### config.mk
export PLATFORM = sky130hd
export DESIGN_NAME = mips_regfile_param
export DESIGN_NICKNAME = d
export VERILOG_FILES = /design/src/rtl/mips_pkg.sv /design/src/rtl/mips_scoreboard.sv /design/src/rtl/mips_regfile_param.sv
export SDC_FILE = /design/constraint.sdc
export NUM_CORES = 1
export LEC_CHECK = 0
export CORE_ASPECT_RATIO = 1.5
export CORE_MARGIN = 1
export CORE_UTILIZATION = 58
export CTS_CLUSTER_SIZE = 30
export DETAILED_ROUTE_END_ITERATION = 7
export PLACE_DENSITY_LB_ADDON = 0.05
export SYNTH_ARGS = -nofsm -noshare
export SYNTH_HDL_FRONTEND = slang
export SYNTH_SLANG_ARGS = --single-unit
### constraint.sdc
create_clock -name clk -period 4.6 [get_ports clk]
set_clock_uncertainty 0.2 [all_clocks]
set_input_delay 1.38 -clock clk [delete_from_list [all_inputs] [get_ports clk]]
set_output_delay 1.38 -clock clk [all_outputs]
set_load 0.03 [all_outputs]
### src/rtl/mips_pkg.sv
// mips_pkg: shared FSM encoding and default parameters for the register file slice
package mips_pkg;
  typedef enum logic {CLEAR, READY} state_t;
  localparam int DATA_W_DEF = 32;
  localparam int ADDR_W_DEF = 3;
  localparam int NRD_DEF = 2;
endpackage

### src/rtl/mips_scoreboard.sv
// mips_scoreboard: per-entry pending bits with reservation-over-write priority and busy lookup
module mips_scoreboard #(
  parameter int ADDR_W = 3,
  parameter int NRD = 2
) (
  input  logic              clk,
  input  logic              rst_n,
  input  logic              en,
  input  logic              set_en,
  input  logic [ADDR_W-1:0] set_addr,
  input  logic              clr_en,
  input  logic [ADDR_W-1:0] clr_addr,
  input  logic [NRD*ADDR_W-1:0] rd_addr,
  input  logic [NRD-1:0]    hit,
  output logic [NRD-1:0]    busy
);
  localparam int DEPTH = 2**ADDR_W;
  logic [DEPTH-1:0] pending;
  always_ff @(posedge clk) begin
    if (!rst_n) pending <= '0;
    else begin
      if (clr_en) pending[clr_addr] <= 1'b0;
      if (set_en) pending[set_addr] <= 1'b1;
    end
  end
  for (genvar g = 0; g < NRD; g++) begin : g_busy
    logic [ADDR_W-1:0] a;
    assign a = rd_addr[g*ADDR_W +: ADDR_W];
    assign busy[g] = en && a != '0 && pending[a] && !hit[g];
  end
endmodule

### src/rtl/mips_regfile_param.sv
// mips_regfile_param: parameterised register file with write-through bypass, scoreboard and post-reset clear
module mips_regfile_param
  import mips_pkg::*;
#(
  parameter int DATA_W = DATA_W_DEF,
  parameter int ADDR_W = ADDR_W_DEF,
  parameter int NRD = NRD_DEF
) (
  input  logic                  clk,
  input  logic                  rst_n,
  input  logic [NRD*ADDR_W-1:0] rd_addr,
  output logic [NRD*DATA_W-1:0] rd_data,
  output logic [NRD-1:0]        rd_busy,
  input  logic                  wr_en,
  input  logic [ADDR_W-1:0]     wr_addr,
  input  logic [DATA_W-1:0]     wr_data,
  input  logic                  rsv_en,
  input  logic [ADDR_W-1:0]     rsv_addr,
  output logic                  ready
);
  localparam int DEPTH = 2**ADDR_W;
  state_t state;
  logic [ADDR_W-1:0] idx;
  logic [DATA_W-1:0] mem [DEPTH];
  logic wr_ok, rsv_ok;
  logic [NRD-1:0] hit;
  assign ready = state == READY;
  assign wr_ok = ready && wr_en && wr_addr != '0;
  assign rsv_ok = ready && rsv_en && rsv_addr != '0;
  always_ff @(posedge clk) begin
    if (!rst_n) begin
      state <= CLEAR;
      idx <= '0;
    end else if (state == CLEAR) begin
      idx <= idx + 1'b1;
      if (idx == ADDR_W'(DEPTH-1)) state <= READY;
    end
  end
  always_ff @(posedge clk) begin
    if (rst_n) begin
      if (state == CLEAR) mem[idx] <= '0;
      else if (wr_ok) mem[wr_addr] <= wr_data;
    end
  end
  for (genvar g = 0; g < NRD; g++) begin : g_rd
    logic [ADDR_W-1:0] a;
    assign a = rd_addr[g*ADDR_W +: ADDR_W];
    assign hit[g] = wr_ok && wr_addr == a;
    assign rd_data[g*DATA_W +: DATA_W] = (!ready || a == '0) ? '0 : hit[g] ? wr_data : mem[a];
  end
  mips_scoreboard #(.ADDR_W(ADDR_W), .NRD(NRD)) u_sb (
    .clk(clk),
    .rst_n(rst_n),
    .en(ready),
    .set_en(rsv_ok),
    .set_addr(rsv_addr),
    .clr_en(wr_ok),
    .clr_addr(wr_addr),
    .rd_addr(rd_addr),
    .hit(hit),
    .busy(rd_busy)
  );
endmodule

# Word-level counts from Yosys, hierarchy flattened

Memory sizes are Yosys's and may differ from the RTL's.
Index checks and enable logic that the tools add are counted.

Register bits: 12
RAM bits: 256
Output and inout port bits: 67
Word-level logic and storage cells: 70
Memories kept: 1

Memories:

| name | depth | width | rd ports | clocked after Yosys merged registers in | write ports | RTL line                 | source |
|---|---|---|---|---|---|---|---|
| mem  | 8     | 32    | 2        | 0                                       | 1           | mips_regfile_param.sv:24 | `logic [DATA_W-1:0] mem [DEPTH];` |

$add $sub $neg: 1
Magnitude comparators: 6
Equal/unequal tests: 3
Multiplexer cells: 27
Bitwise logic cells: 3
Reduce and logical (&&, ||, !) cells: 26

Operator list:

| cell                                                                                | number |
|---|---|
| 32-bit two-way mux                                                                  | 5 |
| 32-bit OR reduction                                                                 | 1 |
| 8-bit two-way mux                                                                   | 3 |
| 3-bit by 4-bit less-than comparator with 1-bit output, second input constant        | 4 |
| 1-bit logical AND                                                                   | 14 |
| 1-bit two-way mux                                                                   | 14 |
| 3-bit nonzero test                                                                  | 4 |
| 8-bit AND                                                                           | 1 |
| 8-bit NOT                                                                           | 1 |
| 8-bit bitwise OR                                                                    | 1 |
| 1-bit binary-select mux with 3-bit select                                           | 2 |
| 1-bit demux with 3-bit select                                                       | 2 |
| 3-bit == test                                                                       | 2 |
| 3-bit by 1-bit greater-or-equal comparator with 1-bit output, second input constant | 2 |
| 3-bit logical NOT                                                                   | 2 |
| 3-bit by 1-bit adder with 3-bit output, second input constant                       | 1 |
| 3-bit == test, second input constant                                                | 1 |
| 1-bit logical NOT                                                                   | 3 |
| 3-bit two-way mux                                                                   | 1 |
| 1-bit logical OR                                                                    | 2 |

# Depth between registers and ports, before layout

Gate-level depths: netlist (run 1).

Depth after elaboration: 10
Depth in mapped cells: 7
Depth with buffers taken out: 4

# Modules after synthesis

Synthesis (run 1) repeated with hierarchy kept, for this count alone.

Cells, all modules: 854
Area, all modules: 11800.1 sq um

By module, submodules not included:

| module             | instances | cells an instance | area an instance (sq um) |
|---|---|---|---|
| mips_regfile_param | 1         | 805               | 11347.1 |
| mips_scoreboard    | 1         | 49                | 452.9 |

# Worst setup path after synthesis (run 1)

OpenSTA, ideal clock, no wires.

Path kind: input to output
Start: in rd_addr[4]
End: out rd_data[32]
Arrival time: 2.963 ns
Data required time: 3.020 ns
Slack: 0.057 ns
Stages: 7
Cells stage by stage: buf_2 -> buf_4 -> buf_2 -> o22ai_1 -> a211oi_1 -> a211oi_2 -> nor3_1

Word-level cells in the longest chain between the ends: 4

Ends and longest elaborated chain:

| item                                                                      | RTL line                 | source |
|---|---|---|
| start, declared                                                           | mips_regfile_param.sv:11 | `input logic [NRD*ADDR_W-1:0] rd_addr,` |
| parallel branches: the longest is 3 deep, another holds memory 8 x 32 bit | n/a                      |  |
| 32-bit two-way mux *                                                      | mips_regfile_param.sv:49 | `assign rd_data[g*DATA_W +: DATA_W] = (!ready \|\| a == '0) ? '0 : hit[g] ? wr_data : mem[a];` |
| end, declared                                                             | mips_regfile_param.sv:12 | `output logic [NRD*DATA_W-1:0] rd_data,` |

Mark *: on every way between the ends.

# Worst setup path in the final report (run 1)

Start: in rd_addr[0]
End: out rd_data[12]

Same word-level chain as after synthesis.

==> reports/metrics.cfg, run 1 <==
[placed_design]
place_area_um2=14300
dp_cells=1239
hpwl_um=22500
numPortBuffers=114
globalplace.congestion=0.816

[floorplanning]
start_util=0.595
coreArea_um2=21200
die_area_um2=22400
die_height_um=183
row_count=65
die_w_um=123
ioPinCount=115

[yosys]
ys_async_sr_fraction=0
synthFlopType=edfxtp_1
ys_ff_latch=235
synth_nets=913
syn_area_um2=12600
yosys.area.top_type=edfxtp_1
synth-edff-count=224
synth_area_per_cell_um2=14.6
synth.distinct_cells=42
yosys.area.top_type_share=0.532
postSynthCellCount=863
ys_seq_area_frac=0.550
synthTopCellsByArea=edfxtp_1 (53%), mux4_1 (7.9%), a211oi_2 (5.9%), mux4_2 (5.0%), nor3_2 (4.8%)
synth-warning-count=0

[layout]
layout-drive-gt1-share=0.369
syn2layout_area_growth_pct=21.4
fin_cells=1284
most-common-layout-cells=edfxtp_1 (224), buf_4 (124), nor2_1 (69)
nets=1054
antenna_cells=0
final_common_cell=edfxtp_1
stdcell_area_um2=15300

[drt]
via_count=8798
vias_per_cell=6.85
firstDrtPassIters=5
routed_wl_um=35200
drt_iter0_drc=822
ant_nets=0
wl_per_cell_um=27.5
drc=0

[grt]
grt_usage=0.325
antenna_found_initial=0
grt_max_degree=60
gr-total-overflow=0
grt_pass1_wl_um=53400
grt_pass1_vias=9122

[pwr]
power.static_leakage_nw=5.34
ir_drop_uv=305
p_per_area_nw_per_um2=306

[worst_setup_path]
crit_chain=buf_6 > buf_4 > mux4_1 > a211oi_4 > nor3_2 > buf_4
slowest_stage=mux4_1
arrival_ps=2980
crit_top_cell=buf_4
cp_max_fo=15
required_ps=3020
worst_setup_path_end_kind=output port
critPathLaunchType=input pin
max_stage_delay_ps=630
crit_type=input pin to output port

[clock_tree]
holdBufCountCts=0
clk_pin_slew_ps=60
cts_buffer_depth=3
htreeDepth=1
numCtsBuffers=23
cts_sinks=235
cts_tree=done
root_buffer=clkbuf_16
clk-insertion-delay-late_ps=510

[sta]
worst_pin_slew_ps=523
maxSlewHeadroom=0.651
hold_violations=0
fin_hold_ws_ps=303
fmax_mhz=219
post-route-period-util=0.992
fin_crit_ps=4560
rsz0062_at_grt=true
slew_viol_final=0
setup_viol=0

[min_path]
hold_path.class=flip-flop to flip-flop

[run_status]
status=completed

[flow_run]
maxCapViolCount=0

## synthesized netlist by cell type, types with 21 or more instances
library cell and instances:
inv_1 34, mux4_1 38, nor3_2 60, a211oi_1 69, clkbuf_1 21, edfxtp_1 224
a211oi_2 60, buf_2 35, o22ai_1 64, mux4_2 28, and3_1 33, nor2_1 76
## cell type report
type	instances	area (µm²)
sequential	235	6950
fill	1334	5890
multi-input combinational	508	5250
timing repair buffer	202	1990
clock buffer	28	594
tap	268	335
inverter	34	128
clock inverter	9	96.3
## path summary, 6_finish.rpt
check,startpoint,endpoint,slack (ps),depth (start not counted)
worst min-delay path,u_sb.pending[1],u_sb.pending[1],300,2
worst max register to register,ready,mem[4][13],2090,7
worst max-delay path,rd_addr[0],rd_data[12],40,6
worst min register to register,u_sb.pending[1],u_sb.pending[1],300,2
## per-stage QoR
stage	utilization	total power, W	setup slack [ps]	TNS (ps)
floorplan	-	0.00272	57.4	0
global placement	0.674	0.00290	-290	-14400
detailed placement	0.674	0.00291	-330	-17460
CTS	0.716	0.00468	3.61	0
global route	0.723	0.00481	-30.1	-39.4
finish	0.723	0.00469	38.1	0
## where the power goes
part           switching [W]  leakage [nW]  total (W)  internal [W]
Combinational       0.000291          2.84   0.000525      0.000234
Clock               0.000768         0.330    0.00179       0.00102
Sequential         0.0000189          2.17    0.00238       0.00236
Total                0.00108          5.34    0.00469       0.00361
## critical path, delay by kind of cell
kind,cells,cell delay (ps)
buf+inv,3,570
simple gates,1,80
compound gates,1,320
mux,1,630
## flip-flops by register name, summed over array words and instances, names as in the netlist
register and count:
u_sb.pending 7, ready 1, idx 3, mem 224
## timing repair
item                                    in CTS  in global routing
endpoints found under the setup margin      66                 28
buffers inserted                             5                  0
resized for setup                           31                 20
gates cloned                                 1                  2
pin swaps                                    7                 11
## metal layers
metal / GRT usage / wire (µm)
met5: 0 / 0
met1: 0.424 / 13200
met3: 0.0345 / 2550
met2: 0.558 / 18200
met4: 0.122 / 1310
## logic make-up after synthesis
group	count (synthesis)	synth area share
AOI/OAI and AO/OA	213	0.144
xor gates and xnor gates	7	0.00485
adders and majority gates	2	0.00198
buffers and inverters	120	0.0557
DFF	235	0.550
muxes	77	0.139
and+or+nand+nor	209	0.105
Note: power is estimated with default switching activity, not from simulation.
==> run 2: changes to the inputs <==
Settings changed: ABC_AREA from default to 1.
==> run 2 against run 1 <==
The run now ends with DRC left; sequential cell count unchanged; fmax rose by 0.38%; sequential share of layout area down 2.1 points; synthesized area is 4.2% higher; power grew 2.3%; synthesized cell count is 95% higher; final cell count increased by 64%; setup slack improved by 17 ps; global-route usage is 2.9 points higher; sequential power hardly changed; non-clock buffer count up 20; register-to-register slack about the same; critical path type unchanged; critical endpoint is now rd_data[63]; highest routed layer unchanged.
==> reports/metrics.cfg, run 2 <==
[clock_tree]
htreeDepth=1  ; unchanged
cts_sinks=235  ; unchanged
numCtsBuffers=22  ; -4.3%
clk-insertion-delay-late_ps=510  ; about the same
root_buffer=clkbuf_16
cts_buffer_depth=3  ; unchanged
clk_pin_slew_ps=60  ; about the same
cts_tree=done

[yosys]
synth_area_per_cell_um2=7.84  ; -46%
synth_nets=1729  ; +89%
synth.distinct_cells=29  ; -31%
synth-warning-count=0  ; unchanged
ys_ff_latch=235  ; unchanged
ys_async_sr_fraction=0  ; unchanged
synthTopCellsByArea=edfxtp_1 (51%), nand2_1 (15%), nand3_1 (9.0%), nor2_1 (5.3%), a21oi_1 (4.8%)
ys_seq_area_frac=0.528  ; -0.0220
yosysMostFrequentCell=nand2_1
syn_area_um2=13200  ; +4.2%
postSynthCellCount=1679  ; +95%
ys_top_cells_by_count=nand2_1 (530), nand3_1 (237), edfxtp_1 (224)
yosys.area.top_type=edfxtp_1
yosys.area.top_type_share=0.511  ; -0.0213
synth-edff-count=224  ; unchanged
synthFlopType=edfxtp_1

[min_path]
min_to=u_sb.pending[4]
min-delay-start=u_sb.pending[4]
hold_depth=2  ; unchanged
hold_path.class=flip-flop to flip-flop

[pwr]
p_clk_frac=0.381  ; about the same
power.static_leakage_nw=6.75  ; +26%
swShare=0.245  ; +0.0153
p_seq_frac=0.492  ; -0.014
power_w=0.00480  ; +2.3%
p_per_area_nw_per_um2=299  ; -2.4%
comb_power_share=0.128  ; +0.016
p_sw_w=0.00118  ; +9.1%
ir_drop_uv=358  ; +17%
power.internal_w=0.00362  ; +0.24%

[placed_design]
hpwl_um=25800  ; +14%
place_area_um2=15200  ; +6.2%
numPortBuffers=114  ; unchanged
globalplace.congestion=0.865  ; +6.0%
pre_cts_ws_ps=-181  ; +149 ps
dp_cells=2059  ; +66%

[sta]
setup_viol=0  ; unchanged
slew_viol_final=0  ; unchanged
hold_violations=0  ; unchanged
worst_pin_slew_ps=533  ; +9.98 ps
fin_crit_ps=4540  ; -17.1 ps
rsz0062_at_grt=false
maxSlewHeadroom=0.645  ; -0.00665
fmax_mhz=220  ; +0.38%
setup_slack_ps=55.2  ; +17.1 ps
post-route-period-util=0.988  ; -0.00372

[floorplanning]
die_area_um2=23300  ; +4.1%
ioPinCount=115  ; unchanged
row_count=67  ; +3.1%
start_util=0.590  ; -0.00500
die_height_um=186  ; +2.0%
coreArea_um2=22300  ; +5.1%
die_w_um=125  ; +2.0%

[layout]
fin_cells=2105  ; +64%
largest_reg_flops=224  ; unchanged
seqCellArea_um2=6950  ; unchanged
antenna_cells=0  ; unchanged
most-common-layout-cells=nand2_1 (525), nand3_1 (237), edfxtp_1 (224)
top_regs=mem x224, u_sb.pending x7, idx x3
multi_input_area_um2=5210  ; -0.72%
syn2layout_area_growth_pct=22.1
nets=1863  ; +77%
final_common_cell=nand2_1
largest_register=mem
n_fill_cell=1730  ; +30%
layout-drive-gt1-share=0.134  ; -0.235
stdcell_area_um2=16100  ; +4.8%
final_core_util=0.721  ; -0.00198

[drt]
vias_per_cell=5.93  ; -13%
drc=14  ; +14
firstDrtPassIters=8  ; +3
routed_wl_um=41300  ; +17%
drt_iter0_drc=1262  ; +54%
via_count=12500  ; +42%
ant_nets=0  ; unchanged
wl_per_cell_um=19.6  ; -28%

[grt]
grt_pass1_wl_um=63600  ; +19%
grt_pass1_vias=12300  ; +35%
grt_usage=0.353  ; +0.0285
gr-total-overflow=0  ; unchanged
antenna_found_initial=0  ; unchanged
grt_max_degree=56  ; -6.7%

[worst_setup_path]
timing.rr.end=mem[3][23]
crit_type=input pin to output port
arrival_ps=2960  ; -20 ps
critPathLaunchType=input pin
timing.rr.start=ready
cp_max_fo=5  ; -10
reg2reg_slack_ps=2080  ; about the same
required_ps=3020  ; about the same
worst_setup_path_end_kind=output port
reg2reg_depth=10  ; +3

[run_status]
violations=DRC
status=finished, violations left

[flow_run]
maxCapViolCount=0  ; unchanged

run 2: timing repair:
item	CTS	global route
cloned	0	3
endpoints found under the hold margin	0	0
setup buffers	1	2
resized for setup	16	10
hold buffers	0	0
pin swaps	4	6
setup endpoints to repair	65	34
run 2: per-layer routing:
layer,part of all wire,global-route usage
met5,0,0
met4,0.052,0.197
met3,0.096,0.0356
met2,0.50,0.611
met1,0.35,0.433
run 2: critical path, stage by stage:
cell and delay, ps:
dlygate4sd2_1 250, buf_6 130, buf_4 130, nand2_2 70, nand2_2 60, nor2_4 170, nand2_4 140, inv_8 120
buf_4 110, nor2_1 50, nor2_1 150, buf_4 190
run 2: cell type report:
class                           count  area share
Clock inverter                      9     0.00607
Multi-Input combinational cell   1169       0.324
Timing Repair Buffer              222       0.139
Sequential cell                   235       0.432
Clock buffer                       31      0.0389
Inverter                          163      0.0385
Tap cell                          276      0.0215
run 2: through the flow:
| stage | hold slack [ps] | setup TNS (ps) |
|---|---|---|
| finish | 293 | 0 |
| global route | 317 | 0 |
| CTS | 291 | 0 |
| detailed placement | 280 | -6620 |
| global placement | 273 | -5540 |
| floorplan | 250 | 0 |
run 2: logic make-up after synthesis:
kind of cell,synth area share
compound gates,0.0670
flops,0.528
simple gates,0.315
fa+ha+maj,0.00190
buf+inv,0.0857
xor+xnor,0.00257
run 2: how the worst max path moves through the flow:
| stage | from | endpoint | cells past startpoint |
|---|---|---|---|
| after floorplan | wr_addr[2] | rd_busy[1] | 9 |
| after global placement | rd_addr[1] | rd_data[30] | 11 |
| after detailed placement | rd_addr[1] | rd_data[28] | 11 |
| after CTS | wr_en | rd_data[40] | 11 |
| after global routing | rd_addr[4] | rd_data[37] | 12 |
| final | rd_addr[4] | rd_data[63] | 12 |
run 2: power by group through the flow:
stage / registers [W] / logic [W] / clock network, W
6_report: 0.00236 / 0.000612 / 0.00183
3_5_place_dp: 0.00240 / 0.000591 / 0
2_1_floorplan: 0.00240 / 0.000334 / 0
5_1_grt: 0.00236 / 0.000658 / 0.00192
4_1_cts: 0.00236 / 0.000594 / 0.00183
3_3_place_gp: 0.00240 / 0.000582 / 0
==> run 3: changes to the inputs <==
Settings changed: CORE_MARGIN 1 to default.
==> results of run 3 <==
The final DEF is identical to that of run 2; final timing and power are the same.
==> variant: new RTL, settings of run 2 <==
Reset style: asynchronous (`rst_n`), changed in 2 clocked blocks.
--- a/src/rtl/mips_scoreboard.sv
+++ b/src/rtl/mips_scoreboard.sv
@@ -17,5 +17,5 @@
   localparam int DEPTH = 2**ADDR_W;
   logic [DEPTH-1:0] pending;
-  always_ff @(posedge clk) begin
+  always_ff @(posedge clk or negedge rst_n) begin
     if (!rst_n) pending <= '0;
     else begin
--- a/src/rtl/mips_regfile_param.sv
+++ b/src/rtl/mips_regfile_param.sv
@@ -28,5 +28,5 @@
   assign wr_ok = ready && wr_en && wr_addr != '0;
   assign rsv_ok = ready && rsv_en && rsv_addr != '0;
-  always_ff @(posedge clk) begin
+  always_ff @(posedge clk or negedge rst_n) begin
     if (!rst_n) begin
       state <= CLEAR;
Formal check against the unedited RTL: differs if rst_n is asserted again (counterexample within 10 cycles, from zero or initial values and one cycle with rst_n low); with rst_n held inactive, the same outputs for 10 cycles.
==> variant against run 2 <==
- the flow still finishes with violations (design-rule violations)
- total power is 6.9% higher
- setup slack better by 0.070 ns
- area after synthesis is 0.55% higher
- routed wire length is 0.67% lower
- combinational power is 51% higher
- sequential share of layout area is 0.51 points higher
- sequential power hardly changed
- via count is 0.14% lower
- sequential cell count stayed put
- design area is 0.38% lower
==> variant: results (changes against run 2) <==
status finished, violations left; failing checks design-rule violations; GRT met1 Usage 43.9% (+0.57 points); first-pass GRT wire length 64100 µm (+0.84%); FF-to-FF setup slack 1.75 ns (-0.33 ns); Post-Synth XOR/XNOR Area 0.265% (+0.0080 points); WP data arrival 2.89 ns (-0.07 ns); Die ar. 23400 µm² (+0.54%); Worst R2R Start ready; CLK BUF 24 (-23%); reg2reg path depth 9 (-1); sequential share of cell area 43.7% (+0.51 points); post-CTS sizing 13 (-3); top post-synthesis cells by count 522 x nand2_1, 273 x nand3_1, 224 x edfxtp_1; CP Launch Point wr_addr[1]; Non-Filler Instances 2094 (-0.52%); Initial DRC Count 1297 (+2.8%); layout net count 1853 (-0.54%); Setup crit end rd_data[0]; maximum vdd drop 0.346 mV (-3.4%); Synth Area in Adders 0.189% (-0.0010 points); P_leak 7.23 nW (+7.0%); dpl cells 2049 (-0.49%); vias in the first global route 12189 (-0.68%); pwr/cell area 320 nW/µm² (+7.3%); # DRC 7 (-7); Total GRT Usage 35.4% (+0.060 points); Worst Hold Launch idx[0]; largest net degree at the start of global routing 53 (-5.4%); RR Endpoint mem[4][9]; Placement Cell Area 15200 µm² (about the same); hold endpoint idx[0]; Compound-Gate Fraction of Synth Area 6.68% (-0.018 points); Async SR Flop Fraction 4.68% (+4.7 points); Filler cells 1789 (+3.4%); Placer Congestion 0.910 (+5.1%); pre-CTS setup slack -0.178 ns (+0.00260 ns); Slew @ Worst Pin 0.526 ns (-0.00688 ns); Final HPWL DP 25900 µm (+0.43%); buffering overhead 13.6% (-0.30 points); Synth area leaders edfxtp_1 51%, nand2_1 15%, nand3_1 10%, nor2_1 5.2%, a21oi_1 4.6%; routed vias/inst 5.95 (+0.38%); Seq/Total Area, Yosys 52.9% (+0.13 points)
-- variant: cell types whose count changed after synthesis, sizes merged, moves of 6 or more --
cell,change
dfrtp,+11
nand4,-32
dfxtp,-11
clkbuf,-13
buf,+9
nand3,+36
o21ai,+6
-- variant: power breakdown --
| part | switching, mW | total [mW] | internal [mW] |
|---|---|---|---|
| logic | 0.598 | 0.924 | 0.326 |
| clock network | 0.817 | 1.84 | 1.03 |
| registers | 0.0106 | 2.36 | 2.35 |
-- variant: metal layers --
layer | wire length, µm | vias to the layer above
li1 | - | 5725
met1 | 14700 | 5761
met2 | 20600 | 819
met3 | 3970 | 160
met4 | 1780 | 0
met5 | 0 | -
-- variant: kinds of logic after synthesis --
family | Yosys count
buffers and inverters | 271
AO/OA/AOI/OAI | 169
XOR/XNOR | 4
flip-flops | 235
AND/OR/NAND/NOR | 991
adder cells (fa/ha/maj) | 2
-- variant: critical path: cells and delay by family --
family | cells | cell delay, ns
simple gates | 8 | 0.78
buf+inv | 4 | 0.73
